## config.mk

```make
export PLATFORM = sky130hd
export DESIGN_NAME = fb_access_ctrl_flat
export DESIGN_NICKNAME = d
export VERILOG_FILES = /design/src/rtl/fb_pkg.sv /design/src/rtl/fb_access_ctrl_if.sv /design/src/rtl/fb_wr_fifo.sv /design/src/rtl/fb_access_ctrl.sv /design/src/flat_wrapper.sv
export SDC_FILE = /design/constraint.sdc
export NUM_CORES = 1
export LEC_CHECK = 0
export ABC_CLOCK_PERIOD_IN_PS = 6100
export CAP_MARGIN = 30
export CORE_ASPECT_RATIO = 1.25
export CORE_MARGIN = 3
export CORE_UTILIZATION = 45
export DETAILED_ROUTE_END_ITERATION = 10
export PLACE_DENSITY = 0.74
export REMOVE_ABC_BUFFERS = 1
export SYNTH_ARGS = -nofsm -noshare
export SYNTH_HDL_FRONTEND = slang
export SYNTH_HIERARCHICAL = 1
export SYNTH_SLANG_ARGS = --single-unit
```

## constraint.sdc

```tcl
create_clock -name clk -period 6.1 [get_ports clk]
set_input_delay 1.22 -clock clk [delete_from_list [all_inputs] [get_ports clk]]
set_output_delay 1.22 -clock clk [all_outputs]
set_load 0.01 [all_outputs]
```

## src/rtl/fb_pkg.sv

```systemverilog
// rtl/fb_pkg.sv - shared constants, draw-entry type and FSM states for fb_access_ctrl
package fb_pkg;
   localparam int H_RES_DEF = 640;
   localparam int V_RES_DEF = 480;
   localparam int XW        = 10;
   localparam int YW        = 9;
   localparam int CW        = 8;

   typedef struct packed {
      logic [XW-1:0] x;
      logic [YW-1:0] y;
      logic [CW-1:0] color;
   } draw_entry_t;

   typedef enum logic [1:0] {
      ST_IDLE,
      ST_DRAIN,
      ST_CLEAR
   } fb_state_e;
endpackage

```

## src/rtl/fb_access_ctrl_if.sv

```systemverilog
// rtl/fb_access_ctrl_if.sv - scan, draw, clear and framebuffer signals of fb_access_ctrl
// FBCTRL_STALL_CNT_EN adds the stall_cnt observation output.
interface fb_access_ctrl_if;
   import fb_pkg::*;

   logic          scan_req;
   logic [XW-1:0] scan_x;
   logic [YW-1:0] scan_y;
   logic [CW-1:0] scan_pixel;
   logic          scan_pixel_vld;
   logic          draw_valid;
   logic          draw_ready;
   logic [XW-1:0] draw_x;
   logic [YW-1:0] draw_y;
   logic [CW-1:0] draw_color;
   logic          clear_start;
   logic [CW-1:0] clear_color;
   logic          busy;
   logic          clear_done;
   logic          fb_we;
   logic [XW-1:0] fb_px;
   logic [YW-1:0] fb_py;
   logic [CW-1:0] fb_color;
   logic [CW-1:0] fb_pixel;
`ifdef FBCTRL_STALL_CNT_EN
   logic [31:0]   stall_cnt;
`endif

   modport slave (
      input  scan_req, scan_x, scan_y, draw_valid, draw_x, draw_y, draw_color,
      input  clear_start, clear_color, fb_pixel,
      output scan_pixel, scan_pixel_vld, draw_ready, busy, clear_done,
      output fb_we, fb_px, fb_py, fb_color
`ifdef FBCTRL_STALL_CNT_EN
      , output stall_cnt
`endif
   );

   modport master (
      output scan_req, scan_x, scan_y, draw_valid, draw_x, draw_y, draw_color,
      output clear_start, clear_color, fb_pixel,
      input  scan_pixel, scan_pixel_vld, draw_ready, busy, clear_done,
      input  fb_we, fb_px, fb_py, fb_color
`ifdef FBCTRL_STALL_CNT_EN
      , input stall_cnt
`endif
   );
endinterface

```

## src/rtl/fb_wr_fifo.sv

```systemverilog
// rtl/fb_wr_fifo.sv - synchronous FIFO of draw entries with full/empty flags
module fb_wr_fifo
   import fb_pkg::*;
#(
   parameter int DEPTH = 4
) (
   input  logic        clk,
   input  logic        rst_n,
   input  logic        push_i,
   input  draw_entry_t push_data_i,
   input  logic        pop_i,
   output draw_entry_t head_o,
   output logic        full_o,
   output logic        empty_o
);
   localparam int AW = $clog2(DEPTH);

   draw_entry_t   mem_q [DEPTH];
   logic [AW:0]   wr_ptr_q;
   logic [AW:0]   rd_ptr_q;

   // Pointers carry one extra wrap bit so full and empty are distinguishable.
   always_ff @(posedge clk or negedge rst_n) begin
      if (!rst_n) begin
         wr_ptr_q <= '0;
         rd_ptr_q <= '0;
      end else begin
         if (push_i) wr_ptr_q <= wr_ptr_q + (AW+1)'(1);
         if (pop_i)  rd_ptr_q <= rd_ptr_q + (AW+1)'(1);
      end
   end

   always_ff @(posedge clk) begin
      if (push_i) mem_q[wr_ptr_q[AW-1:0]] <= push_data_i;
   end

   assign head_o  = mem_q[rd_ptr_q[AW-1:0]];
   assign empty_o = (wr_ptr_q == rd_ptr_q);
   assign full_o  = (wr_ptr_q[AW] != rd_ptr_q[AW]) &&
                    (wr_ptr_q[AW-1:0] == rd_ptr_q[AW-1:0]);
endmodule

```

## src/rtl/fb_access_ctrl.sv

```systemverilog
// rtl/fb_access_ctrl.sv - framebuffer port arbiter: scan-out reads, buffered draws, full-screen clear
// FBCTRL_STALL_CNT_EN adds a saturating count of write slots lost to scan-out.
module fb_access_ctrl
   import fb_pkg::*;
#(
   parameter int H_RES      = H_RES_DEF,
   parameter int V_RES      = V_RES_DEF,
   parameter int FIFO_DEPTH = 4
) (
   input  logic              clk,
   input  logic              rst_n,
   fb_access_ctrl_if.slave   bus
);
   fb_state_e     state_q, state_d;
   logic [XW-1:0] cx_q, cx_d;
   logic [YW-1:0] cy_q, cy_d;
   logic [CW-1:0] clr_color_q, clr_color_d;
   logic [CW-1:0] scan_pixel_q;
   logic          scan_vld_q;
   logic          done_q, done_d;

   draw_entry_t   push_data, head;
   logic          fifo_full, fifo_empty, push, pop;
   logic          in_range, draw_ready;
   logic          clear_pend, fifo_pend, clear_wr;
   logic          fb_we;
   logic [XW-1:0] fb_px;
   logic [YW-1:0] fb_py;
   logic [CW-1:0] fb_color;

   // Off-screen draws are acknowledged but never stored.
   assign in_range   = (bus.draw_x < XW'(H_RES)) && (bus.draw_y < YW'(V_RES));
   assign draw_ready = !fifo_full && (state_q == ST_IDLE);
   assign push       = bus.draw_valid && draw_ready && in_range;
   assign push_data  = '{x: bus.draw_x, y: bus.draw_y, color: bus.draw_color};

   assign clear_pend = (state_q == ST_CLEAR);
   assign fifo_pend  = (state_q != ST_CLEAR) && !fifo_empty;
   assign clear_wr   = clear_pend && !bus.scan_req;
   assign pop        = fifo_pend && !bus.scan_req;

   fb_wr_fifo #(.DEPTH(FIFO_DEPTH)) u_fifo (
      .clk         (clk),
      .rst_n       (rst_n),
      .push_i      (push),
      .push_data_i (push_data),
      .pop_i       (pop),
      .head_o      (head),
      .full_o      (fifo_full),
      .empty_o     (fifo_empty)
   );

   always_comb begin
      state_d     = state_q;
      cx_d        = cx_q;
      cy_d        = cy_q;
      clr_color_d = clr_color_q;
      done_d      = 1'b0;
      fb_we       = 1'b0;
      fb_px       = '0;
      fb_py       = '0;
      fb_color    = '0;

      if (bus.scan_req) begin
         fb_px = bus.scan_x;
         fb_py = bus.scan_y;
      end else if (clear_wr) begin
         fb_we    = 1'b1;
         fb_px    = cx_q;
         fb_py    = cy_q;
         fb_color = clr_color_q;
      end else if (pop) begin
         fb_we    = 1'b1;
         fb_px    = head.x;
         fb_py    = head.y;
         fb_color = head.color;
      end

      case (state_q)
         ST_IDLE: begin
            if (bus.clear_start) begin
               clr_color_d = bus.clear_color;
               cx_d        = '0;
               cy_d        = '0;
               state_d     = fifo_empty ? ST_CLEAR : ST_DRAIN;
            end
         end
         ST_DRAIN: begin
            if (fifo_empty) begin
               cx_d    = '0;
               cy_d    = '0;
               state_d = ST_CLEAR;
            end
         end
         ST_CLEAR: begin
            if (clear_wr) begin
               if (cx_q == XW'(H_RES - 1)) begin
                  cx_d = '0;
                  if (cy_q == YW'(V_RES - 1)) begin
                     cy_d    = '0;
                     state_d = ST_IDLE;
                     done_d  = 1'b1;
                  end else begin
                     cy_d = cy_q + YW'(1);
                  end
               end else begin
                  cx_d = cx_q + XW'(1);
               end
            end
         end
         default: state_d = ST_IDLE;
      endcase
   end

   always_ff @(posedge clk or negedge rst_n) begin
      if (!rst_n) begin
         state_q      <= ST_IDLE;
         cx_q         <= '0;
         cy_q         <= '0;
         clr_color_q  <= '0;
         scan_pixel_q <= '0;
         scan_vld_q   <= 1'b0;
         done_q       <= 1'b0;
      end else begin
         state_q     <= state_d;
         cx_q        <= cx_d;
         cy_q        <= cy_d;
         clr_color_q <= clr_color_d;
         done_q      <= done_d;
         scan_vld_q  <= bus.scan_req;
         if (bus.scan_req) scan_pixel_q <= bus.fb_pixel;
      end
   end

`ifdef FBCTRL_STALL_CNT_EN
   logic [31:0] stall_q;

   always_ff @(posedge clk or negedge rst_n) begin
      if (!rst_n) begin
         stall_q <= '0;
      end else if (bus.scan_req && (clear_pend || fifo_pend) && (stall_q != '1)) begin
         stall_q <= stall_q + 32'd1;
      end
   end

   assign bus.stall_cnt = stall_q;
`endif

   assign bus.scan_pixel     = scan_pixel_q;
   assign bus.scan_pixel_vld = scan_vld_q;
   assign bus.draw_ready     = draw_ready;
   assign bus.busy           = (state_q != ST_IDLE);
   assign bus.clear_done     = done_q;
   assign bus.fb_we          = fb_we;
   assign bus.fb_px          = fb_px;
   assign bus.fb_py          = fb_py;
   assign bus.fb_color       = fb_color;
endmodule
```

## src/flat_wrapper.sv

```systemverilog
// flat-port wrapper written by rule: the top's interface ports become plain ports
module fb_access_ctrl_flat import fb_pkg::*;
#(
   parameter int H_RES      = H_RES_DEF,
   parameter int V_RES      = V_RES_DEF,
   parameter int FIFO_DEPTH = 4
)
  (clk, rst_n, bus_scan_req, bus_scan_x, bus_scan_y, bus_draw_valid, bus_draw_x, bus_draw_y, bus_draw_color, bus_clear_start, bus_clear_color, bus_fb_pixel, bus_scan_pixel, bus_scan_pixel_vld, bus_draw_ready, bus_busy, bus_clear_done, bus_fb_we, bus_fb_px, bus_fb_py, bus_fb_color);
  fb_access_ctrl_if bus_i ();
  input  logic clk;
  input  logic rst_n;
  input wire logic [$bits(bus_i.scan_req)-1:0] bus_scan_req;
  input wire logic [$bits(bus_i.scan_x)-1:0] bus_scan_x;
  input wire logic [$bits(bus_i.scan_y)-1:0] bus_scan_y;
  input wire logic [$bits(bus_i.draw_valid)-1:0] bus_draw_valid;
  input wire logic [$bits(bus_i.draw_x)-1:0] bus_draw_x;
  input wire logic [$bits(bus_i.draw_y)-1:0] bus_draw_y;
  input wire logic [$bits(bus_i.draw_color)-1:0] bus_draw_color;
  input wire logic [$bits(bus_i.clear_start)-1:0] bus_clear_start;
  input wire logic [$bits(bus_i.clear_color)-1:0] bus_clear_color;
  input wire logic [$bits(bus_i.fb_pixel)-1:0] bus_fb_pixel;
  output wire logic [$bits(bus_i.scan_pixel)-1:0] bus_scan_pixel;
  output wire logic [$bits(bus_i.scan_pixel_vld)-1:0] bus_scan_pixel_vld;
  output wire logic [$bits(bus_i.draw_ready)-1:0] bus_draw_ready;
  output wire logic [$bits(bus_i.busy)-1:0] bus_busy;
  output wire logic [$bits(bus_i.clear_done)-1:0] bus_clear_done;
  output wire logic [$bits(bus_i.fb_we)-1:0] bus_fb_we;
  output wire logic [$bits(bus_i.fb_px)-1:0] bus_fb_px;
  output wire logic [$bits(bus_i.fb_py)-1:0] bus_fb_py;
  output wire logic [$bits(bus_i.fb_color)-1:0] bus_fb_color;
  assign bus_i.scan_req = bus_scan_req;
  assign bus_i.scan_x = bus_scan_x;
  assign bus_i.scan_y = bus_scan_y;
  assign bus_i.draw_valid = bus_draw_valid;
  assign bus_i.draw_x = bus_draw_x;
  assign bus_i.draw_y = bus_draw_y;
  assign bus_i.draw_color = bus_draw_color;
  assign bus_i.clear_start = bus_clear_start;
  assign bus_i.clear_color = bus_clear_color;
  assign bus_i.fb_pixel = bus_fb_pixel;
  assign bus_scan_pixel = bus_i.scan_pixel;
  assign bus_scan_pixel_vld = bus_i.scan_pixel_vld;
  assign bus_draw_ready = bus_i.draw_ready;
  assign bus_busy = bus_i.busy;
  assign bus_clear_done = bus_i.clear_done;
  assign bus_fb_we = bus_i.fb_we;
  assign bus_fb_px = bus_i.fb_px;
  assign bus_fb_py = bus_i.fb_py;
  assign bus_fb_color = bus_i.fb_color;
  fb_access_ctrl #(.H_RES(H_RES), .V_RES(V_RES), .FIFO_DEPTH(FIFO_DEPTH)) u_core (.clk(clk), .rst_n(rst_n), .bus(bus_i));
endmodule
```

==> impl_metrics.py <==
metrics = {
    "critical_path": {
        "cp_slowest_cell": "nor3_2",
        "crit_fanout": 30,
        "critical_path_arrival_ps": 3210,
        "path_cells": "buf_4 -> xor2_1 -> nor3b_2 -> buf_4 -> nor3_2 -> a22o_1 -> clkdlybuf4s50_1",
        "critPathLaunchType": "register",
        "critical_path_buf_inv_count": 3,
        "crit_type": "register to output pin",
        "cpMostUsedCell": "buf_4",
        "required_ps": 4880,
        "critPathCaptureType": "output pin",
        "max_stage_delay_ps": 740,
        "cp_top_family": "buffers and inverters",
    },
    "placement": {
        "dp.final_hpwl_um": 9843,
        "gp_congestion": 0.7602,
        "place_area_um2": 7911,
        "place_inst": 713,
        "portBuffers": 106,
    },
    "min_path": {
        "hold_class": "register to register",
    },
    "timing": {
        "hold_slack_ps": 493.3,
        "finalCriticalPeriod_ps": 4435,
        "slew-limit-headroom_pct": 40.64,
        "hold_viol_final": 0,
        "slew_violations": 0,
        "rsz0062_at_grt": "no",
        "tns_ps": 0,
        "finalCritPeriodShare_pct": 72.70,
        "fmax_ghz": 0.2255,
        "worst_pin_slew_ps": 885.6,
        "setup_viol": 0,
        "fin_skew_ps": 13.46,
    },
    "die": {
        "die_width_um": 114.8,
        "fp.dieH_um": 142.0,
        "start_util_pct": 46.03,
        "io_pins": 107,
        "rows": 49,
        "core_um2": 14470,
        "dieArea_um2": 16300,
    },
    "logic_synthesis": {
        "ys.flop_type": "edfxtp_1",
        "synth-edff-count": 108,
        "ys_seq_elements": 153,
        "syn_area_um2": 6660,
        "seq_area_frac_synth_pct": 65.60,
        "synth.top_cell.area_share_pct": 48.69,
        "yosys-top-cells-area": "edfxtp_1, dfrtp_1, mux4_2",
        "yosysTopAreaCell": "edfxtp_1",
        "syn_inst": 444,
        "synth_cell_types": 50,
        "ys_async_sr_fraction_pct": 29.41,
        "avgSynthCellArea_um2": 15.00,
        "synth_most_common_cell": "edfxtp_1",
        "yosys-top-cells-count": "edfxtp_1, dfrtp_1, nand2_1",
        "ys_warn_count": 6,
    },
    "finish": {
        "fillers": 1109,
        "drive_gt1_share_pct": 16.58,
        "antenna_cells": 0,
        "syn_to_final_growth_pct": 27.39,
        "multi_input_area_um2": 2145,
        "final_area_um2": 8484,
        "finalNonFillerCells": 745,
        "nNetsFinal": 628,
        "seq_area_um2": 4370,
    },
    "detailed_routing": {
        "ant_nets": 0,
        "wl_um": 14380,
        "route.detailed.drc": 0,
        "first_pass_iters": 4,
        "vias_per_cell": 5.591,
        "wl_per_cell_um": 19.30,
        "drt_iter0_markers": 231,
        "vias": 4165,
    },
    "clocking": {
        "clkTransAtPathRegs_ps": 60,
        "clkLatencyLatePin_ps": 410,
        "cts_buffer_depth": 2,
        "postCtsHoldBufs": 0,
        "cts_inserted_buffers": 17,
        "cts_tree": "yes",
        "cts_setup_buffers": 0,
        "ctsRootBufferMaster": "clkbuf_16",
        "ctsResizeCount": 0,
        "htreeDepth": 4,
        "cts_sinks": 153,
    },
    "flow_run": {
        "maxCapViolCount": 0,
    },
    "pwr": {
        "p_total_mw": 3.512,
        "powerDensity_nw_per_um2": 414.0,
        "p_leak_nw": 3.045,
        "ir_drop_mv": 0.1955,
    },
    "grt": {
        "grt_overflow": 0,
        "grt_max_degree": 50,
        "antenna_found_initial": 0,
        "grt_pass1_vias": 4400,
        "grt.total_usage_pct": 18.44,
        "grt_pass1_wl_um": 23210,
    },
    "run_status": {
        "status": "complete, no violations",
    },
}
==> cell type report <==
| cell class | count | share of cell area [%] |
|---|---|---|
| multi-input combinational | 260 | 25.28 |
| tap | 178 | 2.625 |
| sequential | 153 | 51.51 |
| timing repair buffer | 116 | 13.57 |
| clock inverter | 14 | 1.696 |
| inverter | 6 | 0.2654 |
| clock buffer | 18 | 5.058 |
==> metrics by stage <==
step	util (%)	setup slack [ps]
2_1_floorplan	-	1237
3_3_place_gp	54.40	1907
3_5_place_dp	54.68	1819
4_1_cts	58.64	1648
5_1_grt	58.64	1429
6_report	58.64	1665
==> kinds of logic after synthesis <==
kind of cell	Yosys count	synth area share [%]
flip-flops	153	65.60
AND/OR/NAND/NOR	126	10.58
AO/OA/AOI/OAI	73	6.782
multiplexers	45	12.15
buffers and inverters	31	2.386
XOR/XNOR	9	1.184
adder cells (fa/ha/maj)	7	1.315
==> path summary, 6_finish.rpt <==
check / startpoint / endpoint / slack (ps) / depth (start not counted)
max: u_core/u_fifo/rd_ptr_q[1] / bus_fb_color[7] / 1670 / 7
min: u_core/u_fifo/wr_ptr_q[2] / u_core/u_fifo/wr_ptr_q[2] / 490 / 1
max reg2reg: u_core/u_fifo/rd_ptr_q[1] / u_core/u_fifo/mem_q[2][21] / 3130 / 7
min reg2reg: u_core/u_fifo/wr_ptr_q[2] / u_core/u_fifo/wr_ptr_q[2] / 490 / 1
max in group asynchronous: rst_n / u_core/u_fifo/rd_ptr_q[0] / 4910 / 2
min in group asynchronous: rst_n / u_core/bus.scan_pixel[6] / 690 / 1
==> sequential cells by signal, indices dropped and copies added, names as in the netlist, 2 cells and up <==
signal                  flops
u_core/state_q              2
u_core/u_fifo/wr_ptr_q      3
u_core/clr_color_q          8
u_core/u_fifo/rd_ptr_q      3
u_core/bus.scan_pixel       8
u_core/u_fifo/mem_q       108
u_core/cx_q                10
u_core/cy_q                 9
==> worst register-to-register path: cells and delay by family, from the launching register on <==
family	cells	cell delay, ps
flops	1	330
xor+xnor	1	270
simple gates	4	1280
buf+inv	2	770
==> layer usage <==
layer  global-route usage (%)  vias to the layer above  routed length, um
met4                    5.501                        0                133
met2                    31.06                      126               7520
li1                         -                     1939                  -
met3                    3.275                       12                690
met1                    24.66                     2088               6033
met5                        0                        -                  0
==> layout by cell type, fill, tap and decap left out, types with 3 or more instances in the layout <==
cell type	netlist	layout
buf_4	1	8
o21ai_0	24	24
and2_1	5	5
o31ai_1	3	3
clkinvlp_4	0	4
inv_1	6	6
or4_1	5	5
mux4_2	27	27
clkdlybuf4s50_1	0	104
inv_6	0	4
nor2_1	7	7
ha_1	7	7
nor3b_1	19	18
clkinv_2	0	3
mux2_2	17	17
nand2_1	38	38
xor2_1	7	7
a21oi_1	24	24
edfxtp_1	108	108
nor3_1	6	6
a22o_1	9	9
dfrtp_1	45	44
clkbuf_16	0	17
and3_1	4	4
or3_1	4	4
nand3_1	19	19
nand4_1	4	4
==> report_power, final <==
group / switching, mW / leakage [nW] / total (mW) / internal, mW
clock network: 0.419 / 0.271 / 1.02 / 0.604
registers: 0.0931 / 1.55 / 1.33 / 1.24
logic: 0.556 / 1.23 / 1.16 / 0.601
Power figures use the tool's default switching activity.
